===== src/rtl/ps2_host_tx.sv =====
// PS/2 host-to-device transmitter: inhibit, request-to-send, clock out an 11-bit frame
// on device clock edges, then check the device ACK. Pads are driven open-drain via *_oe.
module ps2_host_tx #(
    parameter int unsigned INHIBIT_CYCLES = 6000,
    parameter int unsigned TIMEOUT_CYCLES = 1000000
) (
    input  logic       clk,
    input  logic       resetn,
    input  logic [7:0] tx_data,
    input  logic       tx_start,
    output logic       tx_busy,
    output logic       tx_done,
    output logic       tx_error,
    input  logic       ps2_clk_in,
    input  logic       ps2_dat_in,
    output logic       ps2_clk_oe,
    output logic       ps2_dat_oe
);

    localparam int unsigned CNT_W = $clog2(INHIBIT_CYCLES + 1);
    localparam int unsigned TMO_W = $clog2(TIMEOUT_CYCLES + 1);

    localparam logic [2:0] ST_IDLE    = 3'd0;
    localparam logic [2:0] ST_INHIBIT = 3'd1;
    localparam logic [2:0] ST_RTS     = 3'd2;
    localparam logic [2:0] ST_SHIFT   = 3'd3;
    localparam logic [2:0] ST_ACK     = 3'd4;
    localparam logic [2:0] ST_WAITREL = 3'd5;
    localparam logic [2:0] ST_DONE    = 3'd6;
    localparam logic [2:0] ST_FAIL    = 3'd7;

    logic [2:0]       state_q, state_d;
    logic [CNT_W-1:0] cnt_q, cnt_d;
    logic [TMO_W-1:0] tmo_q, tmo_d;
    logic [3:0]       bitcnt_q, bitcnt_d;
    logic [9:0]       frame_q, frame_d;
    logic             dat_oe_q, dat_oe_d;
    logic [2:0]       clk_sync_q;
    logic [1:0]       dat_sync_q;

    logic clk_synced;
    logic dat_synced;
    logic clk_fall;
    logic in_wait;
    logic tmo_expired;

    assign clk_synced  = clk_sync_q[1];
    assign dat_synced  = dat_sync_q[1];
    assign clk_fall    = clk_sync_q[2] & ~clk_sync_q[1];
    assign in_wait     = (state_q == ST_SHIFT) || (state_q == ST_ACK) || (state_q == ST_WAITREL);
    assign tmo_expired = (tmo_q == TMO_W'(TIMEOUT_CYCLES - 1));

    always_comb begin
        state_d  = state_q;
        cnt_d    = cnt_q;
        tmo_d    = tmo_q;
        bitcnt_d = bitcnt_q;
        frame_d  = frame_q;
        dat_oe_d = dat_oe_q;

        if (in_wait) begin
            if (clk_fall) begin
                tmo_d = '0;
            end else if (!tmo_expired) begin
                tmo_d = tmo_q + TMO_W'(1);
            end
        end

        case (state_q)
            ST_IDLE: begin
                dat_oe_d = 1'b0;
                if (tx_start) begin
                    frame_d = {1'b1, ~^tx_data, tx_data};
                    cnt_d   = '0;
                    state_d = ST_INHIBIT;
                end
            end
            ST_INHIBIT: begin
                if (cnt_q == CNT_W'(INHIBIT_CYCLES - 1)) begin
                    state_d = ST_RTS;
                end else begin
                    cnt_d = cnt_q + CNT_W'(1);
                end
            end
            ST_RTS: begin
                dat_oe_d = 1'b1;
                bitcnt_d = '0;
                tmo_d    = '0;
                state_d  = ST_SHIFT;
            end
            ST_SHIFT: begin
                // Each device falling edge presents the next frame bit; the 10th is the stop bit.
                if (clk_fall) begin
                    dat_oe_d = ~frame_q[bitcnt_q];
                    bitcnt_d = bitcnt_q + 4'd1;
                    if (bitcnt_q == 4'd9) begin
                        state_d = ST_ACK;
                    end
                end
            end
            ST_ACK: begin
                if (clk_fall) begin
                    state_d = dat_synced ? ST_FAIL : ST_WAITREL;
                end
            end
            ST_WAITREL: begin
                if (clk_synced && dat_synced) begin
                    state_d = ST_DONE;
                end
            end
            ST_DONE: begin
                state_d = ST_IDLE;
            end
            ST_FAIL: begin
                dat_oe_d = 1'b0;
                state_d  = ST_IDLE;
            end
            default: begin
                state_d = ST_IDLE;
            end
        endcase

        // A stalled device wins over any edge arriving in the same cycle.
        if (in_wait && tmo_expired) begin
            state_d  = ST_FAIL;
            dat_oe_d = 1'b0;
        end
    end

    always_ff @(posedge clk or posedge resetn) begin
        if (resetn) begin
            state_q    <= ST_IDLE;
            cnt_q      <= '0;
            tmo_q      <= '0;
            bitcnt_q   <= '0;
            frame_q    <= '0;
            dat_oe_q   <= 1'b0;
            clk_sync_q <= 3'b111;
            dat_sync_q <= 2'b11;
        end else begin
            state_q    <= state_d;
            cnt_q      <= cnt_d;
            tmo_q      <= tmo_d;
            bitcnt_q   <= bitcnt_d;
            frame_q    <= frame_d;
            dat_oe_q   <= dat_oe_d;
            clk_sync_q <= {clk_sync_q[1:0], ps2_clk_in};
            dat_sync_q <= {dat_sync_q[0], ps2_dat_in};
        end
    end

    assign tx_busy    = (state_q != ST_IDLE);
    assign tx_done    = (state_q == ST_DONE);
    assign tx_error   = (state_q == ST_FAIL);
    assign ps2_clk_oe = (state_q == ST_INHIBIT) || (state_q == ST_RTS);
    assign ps2_dat_oe = (state_q == ST_RTS) || ((state_q == ST_SHIFT) && dat_oe_q);

endmodule


===== config.mk =====
export PLATFORM = sky130hd
export DESIGN_NAME = ps2_host_tx
export DESIGN_NICKNAME = d
export VERILOG_FILES = /design/src/rtl/ps2_host_tx.sv
export SDC_FILE = /design/constraint.sdc
export NUM_CORES = 1
export LEC_CHECK = 0
export BUFFER_PORTS_ARGS = -buffer_cell sky130_fd_sc_hd__buf_2
export CORE_UTILIZATION = 50
export CTS_BUF_LIST = sky130_fd_sc_hd__clkbuf_2 sky130_fd_sc_hd__clkbuf_4 sky130_fd_sc_hd__clkbuf_8
export DETAILED_ROUTE_END_ITERATION = 12
export GPL_ROUTABILITY_DRIVEN = 0
export PLACE_DENSITY = 0.7
export SYNTH_ARGS = -nofsm -noshare
export SYNTH_HDL_FRONTEND = slang
export SYNTH_SLANG_ARGS = --single-unit

===== constraint.sdc =====
create_clock -name clk -period 6.08 [get_ports clk]
set_input_delay 1.52 -clock clk [delete_from_list [all_inputs] [get_ports clk]]
set_output_delay 1.52 -clock clk [all_outputs]
set_load 0.01 [all_outputs]

== After elaboration in Yosys (flattened, before gate mapping) ==
Index checks and enable logic that the tools add are counted.

* Bits in registers: 56
* Logic and storage cells: 80
* Bits in read-only memories: 0
* Bits of input ports: 13
* Memories kept: 0
* RAM bits: 0
* Bits in latches: 0
* Output and inout bits: 5

* Eq/ne operators: 20
* Shifts and indexed selects: 0
* Multiplexer cells: 23
* $lt $le $gt $ge: 1
* Bitwise gates (word level): 3
* Add/subtract/negate cells: 3
* $mul: 0
* Reductions and logical operators: 22
* Divide/modulo/power cells: 0

{| class="wikitable"
|+ Operator list
! cell !! count
|-
| 20-bit two-way mux || 4
|-
| 13-bit two-way mux || 2
|-
| 13-bit one-hot mux with 2 select lines || 1
|-
| 3-bit two-way mux || 7
|-
| 3-bit one-hot mux with 7 select lines || 1
|-
| 20-bit by 1-bit adder with 20-bit output, second input constant || 1
|-
| 20-bit == test, second input constant || 1
|-
| 13-bit by 1-bit adder with 13-bit output, second input constant || 1
|-
| 13-bit == test, second input constant || 1
|-
| 3-bit == test, second input constant || 4
|-
| 3-bit by 2-bit inequality test with 1-bit output, second input constant || 3
|-
| 4-bit one-hot mux with 2 select lines || 1
|-
| 2-bit AND reduction || 4
|-
| 8-bit XNOR reduction || 1
|-
| 3-bit by 2-bit == test with 1-bit output, second input constant || 2
|-
| 2-bit inequality test, second input constant || 3
|-
| 3-bit by 1-bit inequality test with 1-bit output, second input constant || 2
|-
| 3-bit inequality test, second input constant || 2
|-
| 6-bit AND reduction || 1
|-
| 2-bit nonzero test || 3
|-
| 4-bit by 5-bit < comparator with 1-bit output, second input constant || 1
|-
| 4-bit by 1-bit adder with 4-bit output, second input constant || 1
|-
| 1-bit binary-select mux with 4-bit select || 1
|-
| 4-bit == test, second input constant || 1
|-
| 14 further kinds || 23
|}

== Depth between registers and ports, before layout ==
Gate-level depths: netlist of run 1.

* Word-level depth: 6
* Gate-level depth with buffers: 8
* Depth with buffers taken out: 6

== Worst setup path before layout of run 1 ==
OpenSTA, ideal clock, no wires.

* Path kind: register to output
* Start: reg state_q[0]
* End: out ps2_clk_oe
* Data required time: 4.560 ns
* Buffers on the path: 2
* Stages on the path, launching flop included: 5
* Setup slack: 3.396 ns
* Arrival time: 1.164 ns
* Cell sequence: dfrtp_1 > clkbuf_1 > buf_1 > xnor2_1 > nor2_1

* Cells in the longest elaborated chain, start to end: 2
* Elaborated cells between the ends (all ways): 3
* Those cells by class: eq/ne (2); reduce/logical (1)

{| class="wikitable"
|+ Ends and longest elaborated chain
! what !! line !! source
|-
| start, declared || 32 || <nowiki>logic [2:0] state_q, state_d;</nowiki>
|-
| start signal, assigned || 141 || <nowiki>state_q <= state_d;</nowiki>
|-
| 3-bit by 1-bit == test with 1-bit output or 3-bit by 2-bit == test with 1-bit output (tied branches) || 155 || <nowiki>assign ps2_clk_oe = (state_q == ST_INHIBIT) || (state_q == ST_RTS);</nowiki>
|-
| 1-bit logical OR * || 155 ||
|-
| end, declared || 16 || <nowiki>output logic ps2_clk_oe,</nowiki>
|}

Every way passes the cells marked *; elsewhere a longest branch is shown, timed or not.

== Worst setup path after layout of run 1 ==
* Start: reg state_q[2]
* End: out tx_busy

* Cells in the longest elaborated chain, start to end: 1

{| class="wikitable"
|+ Ends and longest elaborated chain
! what !! line !! source
|-
| 3-bit nonzero test || 152 || <nowiki>assign tx_busy = (state_q != ST_IDLE);</nowiki>
|-
| end, declared || 11 || <nowiki>output logic tx_busy,</nowiki>
|}

Every way passes these cells.

==> summary.md, run 1 <==
| Metric | Value |
|---|---|
| Iteration-0 DRC Markers | 160 |
| Initial core utilization | 51.9% |
| Post-CTS Setup Repair Bufs | 0 |
| CTS Buf Count | 5 |
| Die width | 80.6 µm |
| Pins Over Slew Limit | 0 |
| Final Util | 55.1% |
| Avg Vias per Cell | 5.71 |
| Reg2Reg Depth | 5 |
| Min Tclk post-route | 3150 ps |
| Routed wire per std cell | 14.2 µm |
| Clk sink count | 56 |
| Hpwl dp | 4.12 mm |
| Crit path max fanout | 14 |
| Io pins | 18 |
| Cell Rows | 28 |
| Post-Synth Simple-Gate Area | 24.6% |
| DP Area | 3190 µm² |
| Drc violations | 0 |
| Async SR Flop Fraction | 100% |
| CTS tree | done |
| Vias | 2365 |
| CTS H-tree lvls | 2 |
| Gr ovfl total | 0 |
| Slew margin rel. | 53.3% |
| Critical path required time | 4560 ps |
| Initial antenna violation count | 0 |
| Fin crit share | 51.8% |
| Root Driver | clkbuf_8 |
| Most common flop cell mapped by yosys | dfrtp_1 |
| Most frequent cell after synthesis | dfrtp_1 |
| Worst vdd ir | 0.198 mV |
| CTS max path bufs | 2 |
| Unique masters post-synth | 56 |
| Fin nets | 355 |
| Sw Pwr | 491 µW |
| Syn Nets | 347 |
| Pin count of the biggest net entering global routing | 57 |
| Largest family of logic cells by synthesized area | simple AND/OR/NAND/NOR gates |
| Fin. Hold Viols | 0 |
| Pleak | 1.38 nW |
| Post-CTS Resized | 0 |
| Die area | 6500 µm² |
| Core area | 5960 µm² |
| Post-Syn Area per Cell | 9.36 µm² |
| Flops & latches, synth | 56 |
| RSZ-0062 raised after global routing | false |
| Post-synthesis mux area share | 2.51% |
| Max-cap violations | 0 |
| Seq pwr share | 44.7% |
| Syn-to-layout area delta | 6.24% |
| Startpoint Class | flip-flop |
| WP data arrival | 1630 ps |
| Sw Ratio | 41.5% |
| Status | finished, final reports clean |
| Logic pwr share | 37.8% |
| Internal Power | 691 µW |
| Filler cell count | 560 |
| Worst Setup EP | tx_busy |
| Worst Skew | 11.4 ps |
| Power per cell area | 360 nW/µm² |
| F_max | 317 MHz |
| Share of cells above drive strength 1 | 14.2% |
| Worst-margin pin slew | 701 ps |
| Die H | 80.6 µm |
| Worst-path clk slew | 90 ps |
| Yosys top cell by area | dfrtp_1 |
| Synth Area in Adders | 1.62% |
| Ys Warns | 0 |
| Total Wirelength | 5.87 mm |
| Setup crit end kind | output pin |
| Final setup fails | 0 |
| Number of hold buffers added after CTS | 0 |
| Synth Instances | 330 |
| Top-area cell type share of the netlist area | 41.3% |
| Post-Syn Area | 3090 µm² |
| Register area share after synthesis | 45.6% |
| RR Endpoint | tmo_q[14] |
| R2R Path Start | tmo_q[13] |
| Setup TNS | 0 ps |
| Largest cells by area after synthesis | dfrtp_1, nand2_1, xnor2_1 |
| XOR/XNOR Fraction of Synth Area | 7.09% |
| Vias in the first global route | 2228 |
| Top cells by count, synth | dfrtp_1, nand2_1, nor2_1, nand3_1, xnor2_1 |
| Worst Setup SP | state_q[2] |
| Hold crit path type | flip-flop to flip-flop |
| Post-synth EDFFs | 0 |
| First-pass GRT wire length | 10.2 mm |
| Synth Area in Compound Gates | 14.3% |
| Drt first pass iters | 6 |
| Design Area, Final | 3280 µm² |
| GRT Total Usage | 20.3% |
| Antenna cells | 0 |
| Routed Antenna Nets | 0 |
| Reg-to-reg setup timing slack | 3450 ps |
| Insertion delay to the later sink of the worst-skew pair | 310 ps |
| Clk pwr share | 17.5% |
| Port bufs | 17 |
| CP Class | flip-flop to output pin |
-- cell usage in the layout, fill, tap and decap left out, types with 2 or more instances in the layout --
cell / count
dfrtp_1: 51
a21oi_2: 4
or4b_1: 2
or2_2: 3
xnor2_1: 17
inv_1: 10
xor2_1: 8
nand2b_1: 6
o21a_1: 2
nand3_1: 17
nand3b_1: 2
clkinvlp_4: 2
o211ai_1: 7
ha_1: 4
a21oi_1: 7
dfstp_2: 5
nor2b_1: 2
or3_1: 5
o41ai_1: 3
a31oi_1: 2
nand2_1: 46
nand4_1: 7
nor2_1: 27
and2_1: 3
a21o_1: 4
mux4_2: 2
nor3_1: 7
and3_1: 6
mux2_2: 2
buf_2: 17
o21ai_0: 5
o31ai_1: 8
or4_1: 5
clkbuf_8: 5
nor4_1: 8
buf_4: 2
o21ai_1: 5
o311ai_1: 2
-- metrics by stage --
step	setup slack, ps	hold WS (ps)	total power [mW]	instances
after global placement	3280	346	0.970	406
after floorplan	3200	345	0.909	330
after global routing	2770	364	1.28	414
final	2930	360	1.18	414
after CTS	2910	361	1.19	414
after detailed placement	3260	347	0.987	406
-- worst min path at each step --
stage | cells after the start | slack [ps] | to | from
floorplan | 0 | 350 | clk_sync_q[1] | clk_sync_q[0]
global placement | 0 | 350 | clk_sync_q[1] | clk_sync_q[0]
detailed placement | 0 | 350 | clk_sync_q[1] | clk_sync_q[0]
CTS | 0 | 360 | clk_sync_q[1] | clk_sync_q[0]
global route | 0 | 360 | dat_sync_q[1] | dat_sync_q[0]
finish | 0 | 360 | clk_sync_q[1] | clk_sync_q[0]
-- layer usage --
layer / GRT usage [%] / routed length (µm) / share of wire (%)
met5: 0 / 0 / 0
met4: 5.00 / 75 / 1.3
met2: 30.4 / 2670 / 45
met3: 4.09 / 182 / 3.1
met1: 29.9 / 2950 / 50
-- worst max-delay path: stages, from the launching register on --
cell and delay, ps:
dfrtp_1 520, or2_2 450, nor2_1 180, inv_1 50, buf_2 130
-- power groups by stage --
stage                     clock, mW  combinational (mW)  sequential (mW)
after floorplan                   0               0.423            0.486
after detailed placement          0               0.450            0.537
after global placement            0               0.439            0.531
after CTS                     0.214               0.450            0.529
after global routing          0.226               0.511            0.542
final                         0.207               0.446            0.528
-- final cells by class --
class / count / area [µm²] / share of cell area (%)
Clock buffer: 5 / 68.8 / 2.10
Clock inverter: 3 / 23.8 / 0.724
Inverter: 11 / 41.3 / 1.26
Multi-Input combinational cell: 245 / 1550 / 47.1
Sequential cell: 56 / 1410 / 42.9
Tap cell: 75 / 93.8 / 2.86
Timing Repair Buffer: 19 / 100 / 3.05
-- sequential cells by signal (all words and copies together) (netlist names) --
register	count
tmo_q	20
cnt_q	13
frame_q	10
bitcnt_q	4
clk_sync_q	3
state_q	3
dat_sync_q	2
dat_oe_q	1
-- logic make-up (layout without fill, tap and decap cells) --
logic type               after synthesis  in the layout
buffers and inverters                 29             38
AO/OA/AOI/OAI                         60             60
flip-flops                            56             56
AND/OR/NAND/NOR                      151            151
XOR/XNOR                              25             25
adder cells (fa/ha/maj)                4              4
multiplexers                           5              5
Power figures use the tool's default switching activity.
==> run 2: changes to the inputs <==
==> constraint.sdc (replaced) <==
create_clock -name clk -period 3.15 [get_ports clk]
set_input_delay 0.7875 -clock clk [delete_from_list [all_inputs] [get_ports clk]]
set_output_delay 0.7875 -clock clk [all_outputs]
set_load 0.01 [all_outputs]
==> summary.md, run 2 (same netlist as run 1, synthesis figures left out) <==
| Metric | Value |
|---|---|
| Status | finished, final reports clean (unchanged) |
| CP Class | flip-flop to flip-flop (was flip-flop to output pin) |
| RSZ-0062 raised after global routing | false (unchanged) |
| Worst Skew | 17.5 ps (was 11.4 ps) |
| DP Area | 3200 µm² (was 3190 µm²) |
| Routed wire per std cell | 14.6 µm (was 14.2 µm) |
| Reg with most FFs | tmo_q (unchanged) |
| Pins Over Slew Limit | 0 (unchanged) |
| Commonest non-fill, non-tap cell in the layout | dfrtp_1 (unchanged) |
| Vias | 2386 (was 2365) |
| CTS max path bufs | 2 (unchanged) |
| Avg Vias per Cell | 5.74 (was 5.71) |
| GRT Total Usage | 21.3% (was 20.3%) |
| Worst vdd ir | 0.390 mV (was 0.198 mV) |
| Share of cells above drive strength 1 | 14.7% (was 14.2%) |
| Post-CTS Setup Repair Bufs | 0 (unchanged) |
| Most frequent cells in the layout | dfrtp_1, nand2_1, nor2_1 (unchanged) |
| Hold path startpoint | dat_sync_q[0] (was clk_sync_q[0]) |
| Die area | 6500 µm² (unchanged) |
| Die H | 80.6 µm (unchanged) |
| Setup crit end kind | flip-flop (was output pin) |
| Gr ovfl total | 0 (unchanged) |
| Root Driver | clkbuf_8 (unchanged) |
| Worst Hold Depth | 0 (unchanged) |
| Final setup fails | 0 (unchanged) |
| First-pass GRT wire length | 10.8 mm (was 10.2 mm) |
| RR Endpoint | tmo_q[14] (unchanged) |
| Startpoint Class | flip-flop (unchanged) |
| Slew margin rel. | 54.6% (was 53.3%) |
| CTS tree | done (unchanged) |
| Core area | 5960 µm² (unchanged) |
| Fin crit share | 81.5% |
| Hpwl dp | 4.37 mm (was 4.12 mm) |
| Hold crit path type | flip-flop to flip-flop (unchanged) |
| Hold-critical path endpoint | dat_sync_q[1] (was clk_sync_q[1]) |
| Reg2Reg Depth | 5 (unchanged) |
| Insertion delay to the later sink of the worst-skew pair | 310 ps (about the same) |
| Port bufs | 17 (unchanged) |
| Io pins | 18 (unchanged) |
| R2R Path Start | tmo_q[13] (unchanged) |
| Critical path required time | 3340 ps (was 4560 ps) |
| Max reg flops | 20 (unchanged) |
| Number of hold buffers added after CTS | 0 (unchanged) |
| Crit path max fanout | 22 (was 14) |
| Initial core utilization | 51.9% (unchanged) |
| Initial antenna violation count | 0 (unchanged) |
| Die width | 80.6 µm (unchanged) |
| Post-CTS Resized | 0 (unchanged) |
| Iteration-0 DRC Markers | 204 (was 160) |
| Design Area, Final | 3300 µm² (was 3280 µm²) |
| Power per cell area | 698 nW/µm² (was 360 nW/µm²) |
| WP data arrival | 2760 ps (was 1630 ps) |
| Antenna cells | 0 (unchanged) |
| Vias in the first global route | 2293 (was 2228) |
| Drc violations | 0 (unchanged) |
| Worst-path clk slew | 110 ps (was 90 ps) |
| Min Tclk post-route | 2570 ps |
| CTS Buf Count | 5 (unchanged) |
| Worst-margin pin slew | 679 ps (was 701 ps) |
| Reg-to-reg setup timing slack | 580 ps (was 3450 ps) |
| Pleak | 1.39 nW (was 1.38 nW) |
| Fin. Hold Viols | 0 (unchanged) |
| Routed Antenna Nets | 0 (unchanged) |
| Drt first pass iters | 4 (was 6) |
| Max-cap violations | 0 (unchanged) |
| Clk sink count | 56 (unchanged) |
| Pin count of the biggest net entering global routing | 33 (was 57) |
| Setup TNS | 0 ps (unchanged) |
| Cell Rows | 28 (unchanged) |
| Syn-to-layout area delta | 6.72% (was 6.24%) |
| Total Wirelength | 6.07 mm (was 5.87 mm) |
| Largest registers | tmo_q x20, cnt_q x13, frame_q x10 (unchanged) |
| F_max | 389 MHz |
| Fin nets | 357 (was 355) |
| CTS H-tree lvls | 2 (unchanged) |
## run 2: cell types whose count changed in the layout (fill, tap and decap cells not counted)
cell and delta:
buf_4 +2, clkinvlp_4 -1, clkbuf_4 +1
## run 2: how the worst max path moves through the flow
stage | endpoint | slack [ps] | from
floorplan | tmo_q[3] | 900 | tmo_q[13]
global placement | tmo_q[14] | 670 | tmo_q[13]
detailed placement | tmo_q[14] | 610 | tmo_q[13]
CTS | tmo_q[14] | 600 | tmo_q[13]
global route | tmo_q[14] | 440 | tmo_q[13]
finish | tmo_q[14] | 580 | tmo_q[13]
## run 2: through the flow
stage,std cells,power (mW),utilization (%),hold WS (ps),setup slack [ps]
2_1_floorplan,330,1.75,-,345,900
3_3_place_gp,408,1.88,53.8,346,669
3_5_place_dp,408,1.91,53.8,347,611
4_1_cts,416,2.32,55.4,356,595
5_1_grt,416,2.48,55.4,362,441
6_report,416,2.30,55.4,356,582
## run 2: final cells by class
type | instances | area [µm²]
Clock buffer | 6 | 76.3
Clock inverter | 2 | 16.3
Fill cell | 545 | 2660
Inverter | 11 | 41.3
Multi-Input combinational cell | 245 | 1550
Sequential cell | 56 | 1410
Tap cell | 75 | 93.8
Timing Repair Buffer | 21 | 115
## run 2: worst max-delay path: stages (launching register included)
cell	delay, ps
dfrtp_1	450
or4b_1	510
or4_1	640
o21ai_4	490
and2_1	260
o41ai_1	90
## run 2: layer usage
layer	global-route usage, %	wire length, µm
met4	5.71	56
met1	31.2	3090
met5	0	0
met3	3.41	234
met2	32.6	2700
## run 2: where the power goes
part	internal, mW	total (mW)	switching, mW	leakage (nW)
Combinational	0.335	0.907	0.572	0.613
Clock	0.168	0.403	0.235	0.0448
Sequential	0.851	0.992	0.141	0.734
Total	1.35	2.30	0.948	1.39
